===== src/rtl/llfifo_pkg.sv =====
// Shared types for the linked-list FIFO controller and its egress scheduler.
// Queue ids, SRAM pointers and the egress buffer entry live here.
package llfifo_pkg;

  localparam int ID_N       = 4;
  localparam int PTR_N      = 16;
  localparam int ID_W       = $clog2(ID_N);
  localparam int PTR_W      = $clog2(PTR_N);
  localparam int EG_W       = 32;
  localparam int OBUF_N_DEF = 2;

  typedef logic [ID_W-1:0]  id_t;
  typedef logic [PTR_W-1:0] ptr_t;

  typedef struct packed {
    id_t             id;
    logic [EG_W-1:0] data;
  } egress_t;

  function automatic id_t id_next(input id_t i);
    if (i == id_t'(ID_N - 1)) return '0;
    return i + 1'b1;
  endfunction

endpackage


===== src/rtl/llfifo_rr_arb.sv =====
// Round-robin arbiter: grants the first request strictly after ptr,
// wrapping modulo ID_N; gives one-hot and encoded grant.
module llfifo_rr_arb
  import llfifo_pkg::*;
(
  input  logic [ID_N-1:0] req,
  input  id_t             ptr,
  output logic [ID_N-1:0] gnt_oh,
  output id_t             gnt_id
);

  always_comb begin
    id_t  idx;
    logic found;
    gnt_oh = '0;
    gnt_id = ptr;
    found  = 1'b0;
    idx    = ptr;
    for (int k = 0; k < ID_N; k++) begin
      idx = id_next(idx);
      if (!found && req[idx]) begin
        found       = 1'b1;
        gnt_id      = idx;
        gnt_oh[idx] = 1'b1;
      end
    end
  end

endmodule


===== src/rtl/llfifo_egress_sched.sv =====
// Pop-side scheduler: round-robin pop issue, one-cycle SRAM read capture
// and a credit-protected egress FIFO on a valid/ready port.
module llfifo_egress_sched
  import llfifo_pkg::*;
#(
  parameter int W      = EG_W,
  parameter int OBUF_N = OBUF_N_DEF
) (
  input  logic            clk,
  input  logic            rst,
  input  logic            clear,
  input  logic [ID_N-1:0] en_mask,
  input  logic [ID_N-1:0] nempty_r,
  input  logic            busy_r,
  input  logic            ingress_req,
  output logic            pop_pass,
  output id_t             pop_id,
  input  ptr_t            cmd_pop_ptr_w,
  output logic            dram_en,
  output ptr_t            dram_addr,
  input  logic [W-1:0]    dram_dout,
  output logic            out_vld,
  input  logic            out_rdy,
  output id_t             out_id,
  output logic [W-1:0]    out_data
);

  localparam int AW = $clog2(OBUF_N);
  localparam int CW = AW + 1;

  logic [ID_N-1:0] elig;
  logic [ID_N-1:0] gnt_oh;
  id_t             gnt_id;
  id_t             rr_ptr;
  logic            gnt_vld;
  logic            room;
  logic            issue;
  logic            inflight;
  id_t             inflight_id;
  logic            wr;
  logic            rd;

  egress_t         buf_q [OBUF_N];
  logic [AW-1:0]   wr_ptr;
  logic [AW-1:0]   rd_ptr;
  logic [CW-1:0]   occ;

  assign elig = nempty_r & en_mask;

  llfifo_rr_arb u_arb (
    .req    (elig),
    .ptr    (rr_ptr),
    .gnt_oh (gnt_oh),
    .gnt_id (gnt_id)
  );

  assign gnt_vld = |gnt_oh;

  // A read in flight holds a buffer slot until it lands.
  assign room  = (occ + CW'(inflight)) < CW'(OBUF_N);

  assign issue = gnt_vld & ~busy_r & ~ingress_req
               & ~clear & ~rst & room;

  assign pop_pass  = issue;
  assign pop_id    = gnt_id;
  assign dram_en   = issue;
  assign dram_addr = cmd_pop_ptr_w;

  always_ff @(posedge clk) begin
    if (rst || clear) begin
      rr_ptr      <= id_t'(ID_N - 1);
      inflight    <= 1'b0;
      inflight_id <= '0;
    end else begin
      inflight <= issue;
      if (issue) begin
        rr_ptr      <= gnt_id;
        inflight_id <= gnt_id;
      end
    end
  end

  assign wr = inflight & ~clear & ~rst;
  assign rd = out_vld & out_rdy;

  always_ff @(posedge clk) begin
    if (rst || clear) begin
      wr_ptr <= '0;
      rd_ptr <= '0;
      occ    <= '0;
    end else begin
      if (wr) wr_ptr <= wr_ptr + 1'b1;
      if (rd) rd_ptr <= rd_ptr + 1'b1;
      if (wr && !rd)      occ <= occ + 1'b1;
      else if (!wr && rd) occ <= occ - 1'b1;
    end
  end

  always_ff @(posedge clk) begin
    if (wr) begin
      buf_q[wr_ptr].id   <= inflight_id;
      buf_q[wr_ptr].data <= EG_W'(dram_dout);
    end
  end

  assign out_vld  = (occ != '0);
  assign out_id   = buf_q[rd_ptr].id;
  assign out_data = W'(buf_q[rd_ptr].data);

endmodule

===== config.mk =====
export PLATFORM = sky130hd
export DESIGN_NAME = llfifo_egress_sched
export DESIGN_NICKNAME = d
export VERILOG_FILES = /design/src/rtl/llfifo_pkg.sv /design/src/rtl/llfifo_rr_arb.sv /design/src/rtl/llfifo_egress_sched.sv
export SDC_FILE = /design/constraint.sdc
export NUM_CORES = 1
export LEC_CHECK = 0
export ABC_AREA = 0
export CORE_MARGIN = 5
export CORE_UTILIZATION = 30
export CTS_CLUSTER_SIZE = 28
export DETAILED_ROUTE_END_ITERATION = 6
export PLACE_DENSITY = 0.6
export SYNTH_ARGS = -nofsm -noshare
export SYNTH_HDL_FRONTEND = slang
export SYNTH_SLANG_ARGS = --single-unit

===== constraint.sdc =====
create_clock -name clk -period 4.8 [get_ports clk]
set_clock_uncertainty 0.2 [all_clocks]
set_input_delay 0.96 -clock clk [delete_from_list [all_inputs] [get_ports clk]]
set_output_delay 0.96 -clock clk [all_outputs]
set_load 0.02 [all_outputs]

Word-level counts from Yosys, hierarchy flattened
Memories as Yosys holds them, arrays and structs flattened. A register that Yosys moved wholly into a read port is not among the register bits. Cells that the tools add are included.

Register bits after elaboration: 9. Bits in latches: 0. RAM bits: 68. Memory bits (read-only): 0. Input bits: 50. Output and inout port bits: 43. Logic and storage cells: 108. Memories kept: 1.

Add/sub/neg operators: 9. Multipliers: 0. Div/mod/pow operators: 0. Magnitude comparators: 9. Eq/ne operators: 4. Shifts and indexed selects: 0. Mux-type cells: 45. Bitwise gates (word level): 16. Reductions and logical operators: 18.

Memories: buf_q (words 2, width 34, read ports 1, clocked after memory_dff 1, wr ports 1, RTL line llfifo_egress_sched.sv:43) `egress_t buf_q [OBUF_N];`.

Operators by type and width (number): $mux 2 (14); $mux 1 (19); $mux 4 (4); $lt 2x3->1 const B (4); $or 4x4->4 (3); $add 2x1->2 const B (5); $logic_and 1x1->1 (9); $and 1x1->1 (8); $bmux 1 s2 (4); $demux 1 s2 (4); $eq 2x2->1 const B (4); $ge 2x1->1 const B (4); $logic_not 1->1 (5); $and 4x4->4 (1); $not 1->1 (4); $reduce_bool 2->1 (2); $reduce_or 4->1 (1); $add 1x1->1 const B (2); $add 2x1->2 (1); $lt 2x2->1 const B (1); $sub 2x1->2 const B (1); $logic_or 1x1->1 (1).

Depth between registers and ports, before layout
Word-level depth: 24. Depth in mapped cells: 8. Gate-level depth less buffers: 7.

Hierarchy
Synthesis repeated with hierarchy kept, for this count alone.

Cell total of the unflattened synthesis: 256. Area total of the unflattened synthesis: 3651.0 µm².

By module, submodules not included: llfifo_egress_sched (instances 1, cells an instance 160, area an instance 2952.8 µm², seq. area each 2242.2 µm²); llfifo_rr_arb (instances 1, cells an instance 96, area an instance 698.2 µm², seq. area each 0.0 µm²).

Least setup slack after synthesis
OpenSTA, ideal clock, no wires.

Kind: input -> output. Start point: input port nempty_r[2]. End point: output port pop_pass. Arrival: 2330 ps. Data required time: 3640 ps. Slack: 1310 ps. Stages: 6. Path buffers: 2. Cells stage by stage: nand2_1 > mux4_1 > mux2i_2 > and2_1 > buf_6 > buf_4.

Cells in the longest elaborated chain, start to end: 19. Elaborated cells between the ends (all ways): 31. Classes of those cells: mux: 15; bitwise: 9; reduce/logical: 7.

Ends and longest elaborated chain: from (decl) (RTL line llfifo_egress_sched.sv:13) `input logic [ID_N-1:0] nempty_r,`; $and 4x4->4 * (RTL line llfifo_egress_sched.sv:48) `assign elig = nempty_r & en_mask;`; $bmux 1 s2 (RTL line llfifo_rr_arb.sv:21) `if (!found && req[idx]) begin`; $mux 1 (not written as such) (RTL line llfifo_rr_arb.sv:21); $mux 1 (RTL line llfifo_rr_arb.sv:21); $logic_not 1->1 (RTL line llfifo_rr_arb.sv:21); $logic_and 1x1->1 (RTL line llfifo_rr_arb.sv:21); $mux 1 (RTL line llfifo_rr_arb.sv:21); $logic_not 1->1 (RTL line llfifo_rr_arb.sv:21); $logic_and 1x1->1 (RTL line llfifo_rr_arb.sv:21); $mux 1 (RTL line llfifo_rr_arb.sv:21); $logic_not 1->1 (RTL line llfifo_rr_arb.sv:21); $logic_and 1x1->1 (RTL line llfifo_rr_arb.sv:21); $mux 4 * (RTL line llfifo_rr_arb.sv:21); $reduce_or 4->1 * (RTL line llfifo_egress_sched.sv:57) `assign gnt_vld = |gnt_oh;`; $and 1x1->1 * (2 in series) (RTL line llfifo_egress_sched.sv:62) `assign issue = gnt_vld & ~busy_r & ~ingress_req`; $and 1x1->1 * (3 in series) (RTL line llfifo_egress_sched.sv:63) `& ~clear & ~rst & room;`; to (decl) (RTL line llfifo_egress_sched.sv:16) `output logic pop_pass,`.

Mark *: on every way between the ends. The rest lies on a longest branch, timed or not. The select of a mux whose other input is x is not followed.

Worst setup path in the final report
Start point: input port nempty_r[3]. End point: output port pop_pass.

The elaborated chain is that of the path after synthesis.

==> out/results.ini <==
[outcome]
outcome=complete, no violations

[synthesis]
syn-cell-area_sq_mm=0.00339
seq_area_frac_synth=0.661
ys_ff_latch=78
yosysWarnings=0
netlist-cell-type-count=42
syn_avg_cell_area_sq_um=15.5
synth_cells=219
syn-num-nets=278

[routing]
drtIter0Drc=92
final_antenna_net_count=0
wl_um=6990
drcViolationCount=0
drtPass1Iterations=4
post_drt_via_cell_ratio=4.72
wl_per_cell_um=15.5
vias=2123

[sta]
timing.hold.ws_ps=261
finalSetupViolCount=0
finalHoldViolations=0
tns_ps=0
worst_pin_slew_ps=1010
min_period_ps=4600
relSlewSlack=0.329
fin_crit_sh=0.958
rsz0062_at_grt=no
slew_viol_final=0
fmax_mhz=218

[clock_tree]
cts_buffers=9
cts_buffer_depth=2
clock-sinks=78
htreeDepth=3
clkSlewWorstSetupHoldPaths_ps=60
cts-root-buf=clkbuf_16
worstSkewPairLatency_ps=330
cts_tree=built

[global_routing]
grt_pass1_vias=2124
grt_overflow=0
use_met2=0.164
grt-busiest-layer=met2
grtUsageTotal=0.106
grt_max_degree=35
use_met1=0.132
antenna_found_initial=0
grt.met3_usage=0.0373
grt_pass1_wl_um=10900

[worst_hold_path]
holdCritPathClass=reg -> reg

[place]
dp_hpwl_um=4840
dpl_cell_area_sq_mm=0.00435
dp_cells=434
place.gp.congestion=0.819
port_buffers=84

[pwr]
p_per_area_mw_per_mm2=331
pwr-share-comb=0.064
p_leak_uw=0.00157
pwr-share-clk=0.457
p_total_uw=1540
p_sw_uw=296
peakVddDrop_mv=0.155
seq_power_share=0.479
internal_power_uw=1250
switching_share=0.192

[finish]
stdcell_count=450
fin_area_sq_mm=0.00467
finalNetCount=364
fillCellCount=1043
drive_gt1_frac=0.219
syn2layout_area_growth_pct=37.7
diodes=0

[critical_path]
path_common_cell=clkdlybuf4s50_1
crit_path_end_kind=output port
critPathLaunchType=input port
cp.required_ps=3640
slowest_stage=clkdlybuf4s50_1
crit_buf_inv=2
worstPathMaxFanout=9
max_stage_delay_ps=660
cp.arrival_ps=3440
critPathKind=in -> out
critPathTopFamily=buffers and inverters
crit_chain=clkdlybuf4s50_1 -> nand2_2 -> mux4_1 -> mux2i_2 -> and2_1 -> clkdlybuf4s50_1

[floorplan]
row_count=38
start_util=0.310
dieWidth_um=116
die_area_sq_mm=0.0135
die_h_um=116
io_pins=93
coreArea_sq_mm=0.0109

[flow_run]
maxCapViolCount=0

==> logic make-up (layout without fill, tap and decap cells) <==
| group | count (synthesis) | after routing | share of synthesized area |
|---|---|---|---|
| flops | 78 | 78 | 0.661 |
| simple gates | 47 | 47 | 0.0782 |
| mux | 36 | 36 | 0.125 |
| compound gates | 29 | 29 | 0.0601 |
| buf+inv | 15 | 106 | 0.0295 |
| fa+ha+maj | 9 | 9 | 0.0332 |
| xor+xnor | 5 | 5 | 0.0129 |
==> timing repair <==
| action | CTS | global route |
|---|---|---|
| hold buffers | 0 | 0 |
| gates resized for setup | 0 | 1 |
| setup buffers | 0 | 0 |
| setup endpoints to repair | 0 | 2 |
==> layout by cell type, fill, tap and decap left out, types with 2 or more instances in the layout <==
cell and instances:
mux2_2 34, clkinv_4 2, or3_1 3, clkbuf_16 9, buf_4 4, a211oi_1 2, a21oi_1 6, nand3_1 4
and2_1 2, nor3_1 2, nor4_1 2, ha_1 8, a31oi_1 5, and2_2 4, bufinv_16 2, clkdlybuf4s50_1 84
xnor2_1 2, or2_2 2, dfxtp_1 10, o21ai_0 7, nand2_2 2, nand4_1 2, xor2_1 3, a311oi_2 2
nand2_1 8, nor2_1 9, inv_1 2, edfxtp_1 68
==> cells in the mapped netlist (all sizes together) <==
master | n | share of area
edfxtp | 68 | 0.60
mux2 | 34 | 0.11
dfxtp | 10 | 0.059
nand2 | 10 | 0.013
ha | 9 | 0.033
nor2 | 9 | 0.010
and2 | 7 | 0.014
buf | 7 | 0.018
o21ai | 7 | 0.010
a21oi | 6 | 0.0089
clkbuf | 6 | 0.0096
a31oi | 5 | 0.0092
nand3 | 4 | 0.0059
nor4 | 3 | 0.010
or2 | 3 | 0.0055
or3 | 3 | 0.0055
xor2 | 3 | 0.0078
a211oi | 2 | 0.0044
a311oi | 2 | 0.0089
and3 | 2 | 0.0037
inv | 2 | 0.0022
nand4 | 2 | 0.0037
nor3 | 2 | 0.0030
xnor2 | 2 | 0.0052
a2111oi | 1 | 0.0026
a221o | 1 | 0.0030
a221oi | 1 | 0.0026
a31o | 1 | 0.0026
a32oi | 1 | 0.0026
mux2i | 1 | 0.0041
mux4 | 1 | 0.0078
nor2b | 1 | 0.0018
o2bb2ai | 1 | 0.0026
o41ai | 1 | 0.0026
or4 | 1 | 0.0022
==> layer usage <==
metal,wire (um),share of wire,vias to the layer above
li1,-,-,1010
met4,129,0.018,0
met3,664,0.095,12
met1,2980,0.43,1018
met5,0,0,-
met2,3220,0.46,83
==> through the flow <==
stage                     worst slack (ps)  utilization
after CTS                              134        0.427
final                                  203        0.427
after global placement                 233        0.398
after detailed placement               194        0.398
after floorplan                       1310            -
after global routing                  5.44        0.427
==> state kept, by name (all words and copies together), names as in the netlist, named ones only <==
| name | cells |
|---|---|
| buf_q | 68 |
| inflight_id | 2 |
| occ | 2 |
| rr_ptr | 2 |
| inflight | 1 |
| rd_ptr | 1 |
| wr_ptr | 1 |
==> final cells by class <==
type,count,area (sq um),share of cell area
flip-flops and latches,78,2240,0.480
inverters,2,7.51,0.00161
multi-input cells,126,1060,0.227
repair buffers,88,871,0.186
well taps,140,175,0.0375
clock buffers,10,229,0.0490
clock inverters,6,86.3,0.0185
==> worst paths after layout <==
path,slack (ps),to,cells past startpoint,start
min reg2reg,260,buf_q[1][33]$_DFFE_PP_,0,inflight_id[1]$_SDFFE_PP0P_
max reg2reg,1930,inflight_id[1]$_SDFFE_PP0P_,6,rr_ptr[1]$_SDFFE_PP1P_
min,260,buf_q[1][33]$_DFFE_PP_,0,inflight_id[1]$_SDFFE_PP0P_
max,200,pop_pass,6,nempty_r[3]
==> power by group through the flow <==
stage	sequential, uW	clock (uW)	combinational (uW)
after floorplan	755	0	44.9
after global placement	755	0	96.4
after detailed placement	755	0	98.6
after CTS	741	723	99.4
after global routing	740	757	108
final	741	705	98.9
(Power assumes the default switching activity.)
